==> src/rtl/sram_access_controller.sv <==
// Sequences a 32-bit MEM-stage load/store into two 16-bit accesses on an
// asynchronous SRAM, with programmable wait states and a pipeline stall.
//
//   state | meaning
//   ------+-----------------------------------------------------------
//   IDLE  | no access in flight; a request is latched and stalls here
//   LOW   | low half-word access ({word,0}), WAIT_CYCLES+1 cycles
//   HIGH  | high half-word access ({word,1}), WAIT_CYCLES+1 cycles
//   DONE  | one-cycle completion, ready=1, pipeline advances
module sram_access_controller #(
  parameter int BASE_ADDR   = 1024,
  parameter int SRAM_AW     = 18,
  parameter int WAIT_CYCLES = 2
) (
  input  logic               clk,
  input  logic               rst_n,
  input  logic               wr_en,
  input  logic               rd_en,
  input  logic [31:0]        address,
  input  logic [31:0]        write_data,
  output logic [31:0]        read_data,
  output logic               ready,
  output logic [SRAM_AW-1:0] sram_addr,
  output logic [15:0]        sram_dq_out,
  output logic               sram_dq_oe,
  input  logic [15:0]        sram_dq_in,
  output logic               sram_we_n
);

  localparam int WORD_W = SRAM_AW - 1;
  localparam logic [3:0] WAIT_LAST = 4'(WAIT_CYCLES);

  typedef enum logic [1:0] {IDLE, LOW, HIGH, DONE} state_t;

  state_t            state, state_nxt;
  logic [3:0]        wait_cnt;
  logic              last;
  logic              req;
  logic              op_wr;
  logic [WORD_W-1:0] word_d, word_q;
  logic [31:0]       wdata_q;
  logic [15:0]       rd_lo, rd_hi;

  assign req    = wr_en | rd_en;
  assign last   = (wait_cnt == WAIT_LAST);
  // Addresses below BASE_ADDR wrap naturally through the truncation.
  assign word_d = WORD_W'((address - 32'(BASE_ADDR)) >> 2);

  always_ff @(posedge clk or negedge rst_n) begin
    if (!rst_n) begin
      state    <= IDLE;
      wait_cnt <= 4'd0;
    end else begin
      state <= state_nxt;
      if (state_nxt != state) wait_cnt <= 4'd0;
      else                    wait_cnt <= wait_cnt + 4'd1;
    end
  end

  always_ff @(posedge clk or negedge rst_n) begin
    if (!rst_n) begin
      op_wr   <= 1'b0;
      word_q  <= '0;
      wdata_q <= '0;
    end else if (state == IDLE && req) begin
      op_wr   <= wr_en;
      word_q  <= word_d;
      wdata_q <= write_data;
    end
  end

  // Each read half is captured on the final cycle of its phase.
  always_ff @(posedge clk or negedge rst_n) begin
    if (!rst_n) begin
      rd_lo <= 16'd0;
      rd_hi <= 16'd0;
    end else if (!op_wr && last) begin
      if (state == LOW)  rd_lo <= sram_dq_in;
      if (state == HIGH) rd_hi <= sram_dq_in;
    end
  end

  assign read_data = {rd_hi, rd_lo};

  always_comb begin
    state_nxt = state;
    case (state)
      IDLE:    if (req)  state_nxt = LOW;
      LOW:     if (last) state_nxt = HIGH;
      HIGH:    if (last) state_nxt = DONE;
      DONE:    state_nxt = IDLE;
      default: state_nxt = IDLE;
    endcase
  end

  // we_n rises on the final cycle of a phase so the write edge sees stable addr/data.
  always_comb begin
    ready       = 1'b0;
    sram_addr   = '0;
    sram_dq_out = 16'd0;
    sram_dq_oe  = 1'b0;
    sram_we_n   = 1'b1;
    case (state)
      IDLE: ready = !req;
      LOW, HIGH: begin
        sram_addr = {word_q, (state == HIGH)};
        if (op_wr) begin
          sram_dq_oe  = 1'b1;
          sram_dq_out = (state == HIGH) ? wdata_q[31:16] : wdata_q[15:0];
          sram_we_n   = last;
        end
      end
      DONE:    ready = 1'b1;
      default: ready = 1'b0;
    endcase
  end

endmodule

==> config.mk <==
export PLATFORM = sky130hd
export DESIGN_NAME = sram_access_controller
export DESIGN_NICKNAME = d
export VERILOG_FILES = /design/src/rtl/sram_access_controller.sv
export SDC_FILE = /design/constraint.sdc
export NUM_CORES = 1
export LEC_CHECK = 0
export CORE_MARGIN = 2
export CORE_UTILIZATION = 48
export DETAILED_ROUTE_END_ITERATION = 8
export PLACE_DENSITY = 0.86
export SKIP_CTS_REPAIR_TIMING = 1
export SLEW_MARGIN = 20
export SYNTH_ARGS = -nofsm -noshare
export SYNTH_HDL_FRONTEND = slang
export SYNTH_SLANG_ARGS = --single-unit
export TNS_END_PERCENT = 100
==> constraint.sdc <==
create_clock -name clk -period 4.45 [get_ports clk]
set_input_delay 0.89 -clock clk [delete_from_list [all_inputs] [get_ports clk]]
set_output_delay 0.89 -clock clk [all_outputs]
set_load 0.02 [all_outputs]
After elaboration in Yosys (flattened, before gate mapping)
Index checks and enable logic that the tools add are counted.
Storage, ports and cells
  output and inout port bits: 69
  word-level logic and storage cells: 37
  input port bits: 84
  register bits: 88
Cells by class
  bitwise operators: 1
  add/subtract/negate cells: 2
  multiplexer cells: 14
  equality and inequality tests: 5
  reduce and logical (&&, ||, !) cells: 8
Operator list (count)
  $mux 16: 3
  $sub 19x11->19 const B: 1
  $mux 18: 1
  $pmux 2 s4: 1
  $mux 2: 3
  $add 4x1->4 const B: 1
  $eq 2x2->1 const B: 2
  $eq 4x2->1 const B: 1
  $mux 1: 4
  $mux 4: 1
  $reduce_and 2->1: 2
  $eq 2x1->1 const B: 1
  $logic_and 1x1->1: 2
  $logic_not 1->1: 2
  $logic_not 2->1: 1
  $ne 2x2->1: 1
  $pmux 1 s2: 1
  $reduce_or 2->1: 1
  $or 1x1->1: 1

Logic depth before layout (Yosys ltp)
Gate-level depths: netlist of the first run.
  depth in word-level cells: 5
  mapped depth: 7
  gate-level depth less buffers: 6

Least setup slack after synthesis of the first run
No wires, ideal clock.
  path type: reg2out
  start: register state[0]
  end: output sram_dq_out[10]
  cell stages (with the launch flop): 7
  buffers on the path: 2
  arrival: 1.725 ns
  path slack: 1.835 ns
  data required time: 3.560 ns
  path through: dfrtp_1 -> inv_1 -> ha_1 -> buf_4 -> buf_2 -> mux2i_1 -> nor2_1
Between the ends
  word-level cells in the longest chain between the ends: 4
  elaborated cells on any way between the ends: 6
  those cells by class: eq/ne (2); mux (3); reduce/logical (1)
RTL lines
  start: declaration: RTL line 35  | state_t state, state_nxt;
  start signal: assignment: RTL line 54  | state <= state_nxt;
  $eq 2x2->1: RTL line 103, 109
  $mux 16: RTL line 109  | sram_dq_out = (state == HIGH) ? wdata_q[31:16] : wdata_q[15:0];
  $mux 16: RTL line 107  | if (op_wr) begin
  $mux 16 (*): RTL line 103  | case (state)
  end: declaration: RTL line 24  | output logic [15:0] sram_dq_out,
Every way passes the cells marked *; elsewhere a longest branch is shown, timed or not.

Worst setup path after layout of the first run
  start: register state[0]
  end: output sram_dq_out[5]
Same word-level chain as after synthesis.

==> summary.log, run 1 <==
[drt] routed length per placed instance 16.50 um
[synth] fraction of the yosys area taken by sequential cells 0.5432
[worst_setup_path] launch instance of the worst register-to-register path state[0]
[drt] Antenna Nets Post-Route 0
[cells_and_area] post-synthesis to final-layout area growth 41.08%
[timing] Post-Route Hold Slack 0.4857 ns
[drt] Detailed Routing Iterations Pass 1 4
[synth] Syn. warnings 0
[drt] vias per cell 5.056
[timing] minimum clock period 3.895 ns
[floorplan] Initial Util 0.4934
[global_routing] global-route usage over all layers 0.2052
[floorplan] die height 95.90 um
[worst_setup_path] worst r2r dst wait_cnt[3]
[clock_network] Worst-Skew Late Latency 0.35 ns
[synth] number of enable-type register cells in the synthesized netlist 0
[synth] syn_area_per_cell 13.16 um2
[worst_setup_path] critical path start-end classification flip-flop to output pin
[global_routing] pin count of the biggest net entering global routing 89
[synth] most common library cells after synthesis sky130_fd_sc_hd__dfrtp_1 (88), sky130_fd_sc_hd__mux2_2 (52), sky130_fd_sc_hd__nor2_1 (28)
[synth] net count of the mapped netlist 401
[cells_and_area] fraction of layout cells with a size suffix above 1 0.2133
[place] placed cell count 539
[worst_setup_path] number of cells traversed by the worst register-to-register path 6
[floorplan] die area 0.009197 mm2
[synth] fraction of post-synthesis cell area in the top cell type by area 0.5432
[worst_setup_path] Max Fanout on Critical Path 19
[flow_run] max-capacitance violation count 0
[drt] post-detailed-routing wire length 9155 um
[synth] Async S/R FF share, synth 1.000
[floorplan] Core Rows 33
[pwr] worst IR drop on VDD 0.3567 mV
[global_routing] antenna violations before repair 0
[worst_setup_path] timing endpoint of the critical path sram_dq_out[5]
[drt] total via count after detailed routing 2806
[floorplan] top-level I/O count 153
[drt] starting DRC count in detailed routing 75
[pwr] pwr dens 769.5 mW/mm2
[synth] Yosys reg bits 88
[global_routing] wire length of the first global-routing pass 14310 um
[clock_network] clock sinks 88
[synth] number of cells produced by synthesis 308
[synth] leading cell types by total area after synthesis sky130_fd_sc_hd__dfrtp_1 (54%), sky130_fd_sc_hd__mux2_2 (14%), sky130_fd_sc_hd__mux2_4 (7.4%)
[clock_network] Clock Pin Slew Worst Setup and Hold Paths 0.08 ns
[clock_network] cts bufs inserted 9
[clock_network] root buffer cell sky130_fd_sc_hd__clkbuf_8
[clock_network] maximum clock insertion buffer count 2
[timing] measured slew at the worst slew-check pin 0.8372 ns
[worst_setup_path] worst setup path startpoint state[0]
[cells_and_area] count of nets after finishing 538
[global_routing] via count of the first global-routing pass 2918
[place] PortBufs 137
[worst_setup_path] setup slack of the most critical reg-to-reg path 2.45 ns
[synth] number of library cell types mapped by synthesis 36
[worst_setup_path] arrival time of the worst setup path 3.01 ns
[cells_and_area] count of non-filler cells in the finished layout 555
[cells_and_area] ant diodes 0
[synth] area of the mapped netlist 0.004054 mm2
[drt] remaining design rule violation count 0
[global_routing] overflow left after global routing 0
[timing] unrepaired setup endpoints after global routing false
[timing] number of slew-limit violations in the final report 0
[timing] part of the cycle the worst path needs 0.8753
[synth] count leader, synth sky130_fd_sc_hd__dfrtp_1
[timing] final setup fails 0
[timing] maximum frequency from static timing analysis 256.7 MHz
[status] status completed
[clock_network] deepest level of the CTS H-tree 3
[pwr] Leak Pwr 0.002452 uW
[worst_setup_path] critical path startpoint category flip-flop
[timing] Slew Limit Headroom 0.4397
[worst_setup_path] critical path data required time 3.56 ns
[synth] Top FF cell, synth sky130_fd_sc_hd__dfrtp_1
[worst_setup_path] endpoint kind of the worst setup timing path output pin
[clock_network] TritonCTS clock tree built
[place] Routability Congestion 0.7725
[timing] aggregate negative setup slack 0 ns
[synth] biggest area consumer among synthesized cells sky130_fd_sc_hd__dfrtp_1
[floorplan] width of the die 95.90 um
[timing] Final Hold Viols 0
[timing] worst clock skew 0.006428 ns
[pwr] overall power after layout 4401 uW
[floorplan] Core ar. 0.008217 mm2
[place] Post-DP HPWL 6519 um
[hold_path] Tightest Hold Check Type flip-flop to flip-flop
## sequential cells by signal, summed over array words and instances, names as in the netlist
register and cells:
op_wr 1, wdata_q 32, rd_lo 16, rd_hi 16, state 2, wait_cnt 4
word_q 17
## per-layer routing
metal | share of wire | vias to the layer above | global-route usage
met3 | 0.063 | 11 | 0.06265
li1 | - | 1327 | -
met2 | 0.51 | 77 | 0.3409
met5 | 0 | - | 0
met1 | 0.41 | 1391 | 0.2482
met4 | 0.016 | 0 | 0.08571
## power breakdown
part	internal, uW	leakage (uW)	switching, uW
clock network	279	0.000100	289
logic	1260	0.00131	1140
registers	1210	0.00104	225
total	2750	0.00245	1650
## metrics by stage
step	setup WS, ns	utilization	cell area (um2)
floorplan	1.835	-	4054
global placement	0.9338	0.6706	5510
detailed placement	0.9148	0.6706	5510
CTS	0.5106	0.6956	5715
global route	0.3107	0.6961	5719
finish	0.5548	0.6961	5719
## critical path: stages, from the launching register on
cell and delay (ns):
sky130_fd_sc_hd__dfrtp_1 0.47, sky130_fd_sc_hd__inv_1 0.13, sky130_fd_sc_hd__ha_1 0.66, sky130_fd_sc_hd__nand2_1 0.53
sky130_fd_sc_hd__nor2_1 0.22, sky130_fd_sc_hd__clkdlybuf4s50_1 0.64
## cell usage in the layout, fill, tap and decap left out, drive strengths merged, types with 2 or more instances in the layout
cell type	instances
a21oi	3
and2	17
buf	3
clkbuf	11
clkdlybuf4s50	136
clkinv	2
dfrtp	88
ha	9
inv	8
mux2	72
mux2i	16
nand2	16
nand2b	3
nand3	2
nor2	29
nor3	3
o21a	2
o21ai	9
xnor2	5
xor2	3
## kinds of logic (layout without fill, tap and decap cells)
group	count (synthesis)	after routing	share of synthesized area
muxes	88	88	0.2580
adders and majority gates	9	9	0.02778
AOI/OAI and AO/OA	20	20	0.03086
and+or+nand+nor	75	75	0.09599
buffers and inverters	20	162	0.02685
xor gates and xnor gates	8	8	0.01728
DFF	88	88	0.5432
## layout make-up
type,instances,area [um2]
fill,595,2497
multi-input combinational,200,1754
tap,105,131.4
sequential,88,2202
clock buffer,11,141.4
timing repair buffer,139,1400
clock inverter,5,63.81
inverter,7,26.28
## worst min path at each step
stage                 end  cells after the start  slack (ns)  startpoint
2_1_floorplan  word_q[11]                      1        0.44  word_q[11]
4_1_cts        word_q[16]                      2        0.49  word_q[16]
3_3_place_gp   word_q[11]                      1        0.45  word_q[11]
5_1_grt        word_q[11]                      1        0.51  word_q[11]
3_5_place_dp   word_q[11]                      1        0.46  word_q[11]
6_report       word_q[14]                      2        0.49  word_q[14]
Note: power is estimated with default switching activity, not from simulation.
==> run 2, diff against run 1 <==
TNS_END_PERCENT = 20   (was 100)
==> results of run 2 <==
No change in the layout: final DEF, timing and power equal those of run 1.
==> run 3, diff against run 2 <==
ABC_AREA = 1   (was not set)
CTS_CLUSTER_DIAMETER = 60   (was not set)
MAX_ROUTING_LAYER = met4   (was not set)
==> run 3 against run 2 <==
Net effect:
- routed wire length rose by 3.7%
- sequential share of layout area rose by 0.66 points
- count of clock-buffer cells in the layout did not move
- worst setup slack got worse by 0.22 ns
- final cell count rose by 32%
- register-to-register slack got worse by 0.34 ns
- area after synthesis fell by 0.49%
- sequential cell count did not move
- largest cell class unchanged
==> summary.log, run 3 <==
[status] status completed
[global_routing] wire length of the first global-routing pass 14930 um [+4.3%]
[place] PortBufs 137 [unchanged]
[timing] number of slew-limit violations in the final report 0 [unchanged]
[global_routing] global-route usage over all layers 0.2143 [+0.009098]
[clock_network] clock sinks 88 [unchanged]
[worst_setup_path] Max Fanout on Critical Path 19 [unchanged]
[clock_network] Worst-Skew Late Latency 0.34 ns [about the same]
[floorplan] width of the die 95.67 um [-0.24%]
[synth] biggest area consumer among synthesized cells sky130_fd_sc_hd__dfrtp_1
[cells_and_area] count of nets after finishing 715 [+33%]
[worst_setup_path] Crit-path slowest cell sky130_fd_sc_hd__ha_1
[cells_and_area] post-synthesis to final-layout area growth 39.39%
[drt] Detailed Routing Iterations Pass 1 4 [unchanged]
[pwr] pwr dens 725.2 mW/mm2 [-5.8%]
[clock_network] root buffer cell sky130_fd_sc_hd__clkbuf_8
[synth] mux contribution to synthesized area 0 [-0.2580]
[floorplan] die height 95.67 um [-0.24%]
[cells_and_area] utilization after layout 0.6878 [-0.008269]
[cells_and_area] register with the most flip-flops wdata_q
[timing] final setup fails 0 [unchanged]
[cells_and_area] final instance area 0.005623 mm2 [-1.7%]
[timing] Slew Limit Headroom 0.4763 [+0.03661]
[worst_setup_path] ordered list of cells on the worst path inv_1 -> ha_1 -> nand2_1 -> nor3_1 -> clkdlybuf4s50_1
[synth] leading cell types by total area after synthesis sky130_fd_sc_hd__dfrtp_1 (55%), sky130_fd_sc_hd__nand2_1 (19%), sky130_fd_sc_hd__o21ai_1 (4.3%)
[worst_setup_path] worst setup path startpoint state[0]
[synth] Top FF cell, synth sky130_fd_sc_hd__dfrtp_1
[cells_and_area] ant diodes 0 [unchanged]
[floorplan] Initial Util 0.4934 [about the same]
[flow_run] max-capacitance violation count 0 [unchanged]
[global_routing] antenna violations before repair 0 [unchanged]
[hold_path] Tightest Hold Check Type flip-flop to flip-flop
[worst_setup_path] combined buffer and inverter count along the critical path 2 [unchanged]
[drt] starting DRC count in detailed routing 227 [+200%]
[place] Routability Congestion 0.8042 [+4.1%]
[synth] dominant combinational cell family by area after synthesis simple AND/OR/NAND/NOR gates
[timing] unrepaired setup endpoints after global routing false
[clock_network] maximum clock insertion buffer count 2 [unchanged]
[floorplan] die area 0.009153 mm2 [-0.48%]
[cells_and_area] max FFs per register 32 [unchanged]
[synth] net count of the mapped netlist 588 [+47%]
[synth] most common library cells after synthesis sky130_fd_sc_hd__nand2_1 (200), sky130_fd_sc_hd__dfrtp_1 (88), sky130_fd_sc_hd__inv_1 (44)
[worst_setup_path] critical path data required time 3.56 ns [about the same]
[drt] post-detailed-routing wire length 9495 um [+3.7%]
[worst_setup_path] critical path start-end classification flip-flop to output pin
[synth] syn_area_per_cell 8.149 um2 [-38%]
[cells_and_area] top library cells by usage in the layout, fill and taps aside sky130_fd_sc_hd__nand2_1 (200), sky130_fd_sc_hd__clkdlybuf4s50_1 (136), sky130_fd_sc_hd__dfrtp_1 (88), sky130_fd_sc_hd__inv_1 (44), sky130_fd_sc_hd__nor2_1 (41)
[place] placed cell areas 0.005404 mm2 [-1.9%]
[synth] simple-gate area share of the yosys netlist 0.2751 [+0.1791]
[cells_and_area] leading cell type in the layout, fill and taps excluded sky130_fd_sc_hd__nand2_1
[timing] part of the cycle the worst path needs 0.9239 [+0.04855]
[timing] aggregate negative setup slack 0 ns [unchanged]
[cells_and_area] Filler Cells Inserted 625 [+5.0%]
[clock_network] cts bufs inserted 9 [unchanged]
[global_routing] overflow left after global routing 0 [unchanged]
[synth] post-synthesis compound-gate area fraction 0.05521 [+0.02435]
[timing] minimum clock period 4.111 ns [+0.2160 ns]
[hold_path] Hold Startpoint wdata_q[15]
[drt] vias per cell 4.833 [-4.4%]
[clock_network] TritonCTS clock tree built
[clock_network] Clock Pin Slew Worst Setup and Hold Paths 0.08 ns [about the same]
[worst_setup_path] arrival time of the worst setup path 3.22 ns [+0.21 ns]
[timing] worst clock skew 0.01296 ns [+0.006537 ns]
[floorplan] top-level I/O count 153 [unchanged]
[synth] number of enable-type register cells in the synthesized netlist 0 [unchanged]
[drt] total via count after detailed routing 3538 [+26%]
[cells_and_area] registers with the highest flip-flop counts wdata_q: 32 flops, word_q: 17 flops
[cells_and_area] fraction of layout cells with a size suffix above 1 0.05742 [-0.1559]
[synth] parity-gate share of the synthesized area counting xor and xnor cells 0.01520 [-0.002085]
[synth] number of cells produced by synthesis 495 [+61%]
[synth] fraction of the yosys area taken by sequential cells 0.5459 [+0.002696]
[synth] Syn. warnings 0 [unchanged]
[timing] maximum frequency from static timing analysis 243.2 MHz [-5.3%]
[drt] routed length per placed instance 12.97 um [-21%]
[timing] measured slew at the worst slew-check pin 0.7855 ns [-0.05174 ns]
[synth] fraction of post-synthesis cell area in the top cell type by area 0.5459 [+0.002696]
[worst_setup_path] endpoint kind of the worst setup timing path output pin
[clock_network] deepest level of the CTS H-tree 3 [unchanged]
[global_routing] pin count of the biggest net entering global routing 89 [unchanged]
[worst_setup_path] slowest stage delay, CP 0.70 ns [+0.04 ns]
[floorplan] Core ar. 0.008175 mm2 [-0.50%]
[synth] area of the mapped netlist 0.004034 mm2 [-0.49%]
[drt] remaining design rule violation count 0 [unchanged]
[synth] number of library cell types mapped by synthesis 23 [-36%]
[synth] count leader, synth sky130_fd_sc_hd__nand2_1
[synth] Async S/R FF share, synth 1.000 [unchanged]
[floorplan] Core Rows 33 [unchanged]
[synth] Yosys reg bits 88 [unchanged]
[drt] Antenna Nets Post-Route 0 [unchanged]
[pwr] Leak Pwr 0.002885 uW [+18%]
[worst_setup_path] launch instance of the worst register-to-register path state[0]
[global_routing] via count of the first global-routing pass 3398 [+16%]
[timing] Final Hold Viols 0 [unchanged]
[pwr] worst IR drop on VDD 0.3643 mV [+2.1%]
[worst_setup_path] critical path startpoint category flip-flop
[worst_setup_path] largest delay contributor family on the critical path simple AND/OR/NAND/NOR gates
[synth] Synth Area in Adders 0.02792 [+0.0001379]
[place] Post-DP HPWL 6675 um [+2.4%]
==> run 3: cell types whose count changed in the layout (fill, tap and decap cells not counted), moves of 12 or more <==
cell,previous run,this run
sky130_fd_sc_hd__mux2i_1,16,0
sky130_fd_sc_hd__mux2_2,52,0
sky130_fd_sc_hd__and2_1,17,0
sky130_fd_sc_hd__inv_1,7,44
sky130_fd_sc_hd__nor2_1,28,41
sky130_fd_sc_hd__nand2_1,14,200
sky130_fd_sc_hd__mux2_4,20,0
sky130_fd_sc_hd__nor3_1,3,15
sky130_fd_sc_hd__o21ai_1,1,35
==> run 3: layer usage <==
metal	wire length [um]	track usage
met1	3922	0.2495
met2	5054	0.3811
met3	378	0.02688
met4	140	0.07500
met5	0	-
==> run 3: metrics by stage <==
step | hold WS (ns) | worst slack (ns) | power, uW | instances
3_5_place_dp | 0.4657 | 0.7250 | 3526 | 716
2_1_floorplan | 0.4491 | 1.671 | 2664 | 495
3_3_place_gp | 0.4617 | 0.7560 | 3452 | 716
5_1_grt | 0.5019 | 0.1170 | 4376 | 732
6_report | 0.4856 | 0.3388 | 4078 | 732
4_1_cts | 0.4878 | 0.3315 | 4113 | 732
==> run 3: area by class of cell <==
class	instances	area, um2	share of cell area
flip-flops and latches	88	2202	0.3916
multi-input cells	335	1506	0.2679
repair buffers	138	1380	0.2454
inverters	50	187.7	0.03338
clock buffers	11	151.4	0.02692
well taps	105	131.4	0.02336
clock inverters	5	63.81	0.01135
==> run 3: logic make-up (layout without fill, tap and decap cells) <==
logic type | count (synthesis) | after routing
XOR/XNOR | 7 | 7
flip-flops | 88 | 88
AND/OR/NAND/NOR | 275 | 275
adder cells (fa/ha/maj) | 9 | 9
buffers and inverters | 72 | 204
AO/OA/AOI/OAI | 44 | 44
==> run 3: worst paths after layout <==
kind | end | slack (ns) | cells after the start
max | sram_dq_out[1] | 0.34 | 5
min | wdata_q[15] | 0.49 | 2
max reg2reg | word_q[11] | 2.11 | 6
min reg2reg | wdata_q[15] | 0.49 | 2
max in group asynchronous | wdata_q[30] | 3.31 | 1
min in group asynchronous | wdata_q[24] | 0.58 | 1
==> run 3: report_power, final <==
group | total, uW | internal, uW | switching (uW) | leakage (uW)
Combinational | 2130 | 901 | 1230 | 0.00176
Clock | 577 | 294 | 282 | 0.000106
Sequential | 1370 | 1170 | 208 | 0.00102
==> run 3: worst min-delay path, delay by kind of cell (launching register included) <==
| family | cells | cell delay, ns |
|---|---|---|
| flops | 1 | 0.35 |
| simple gates | 2 | 0.11 |
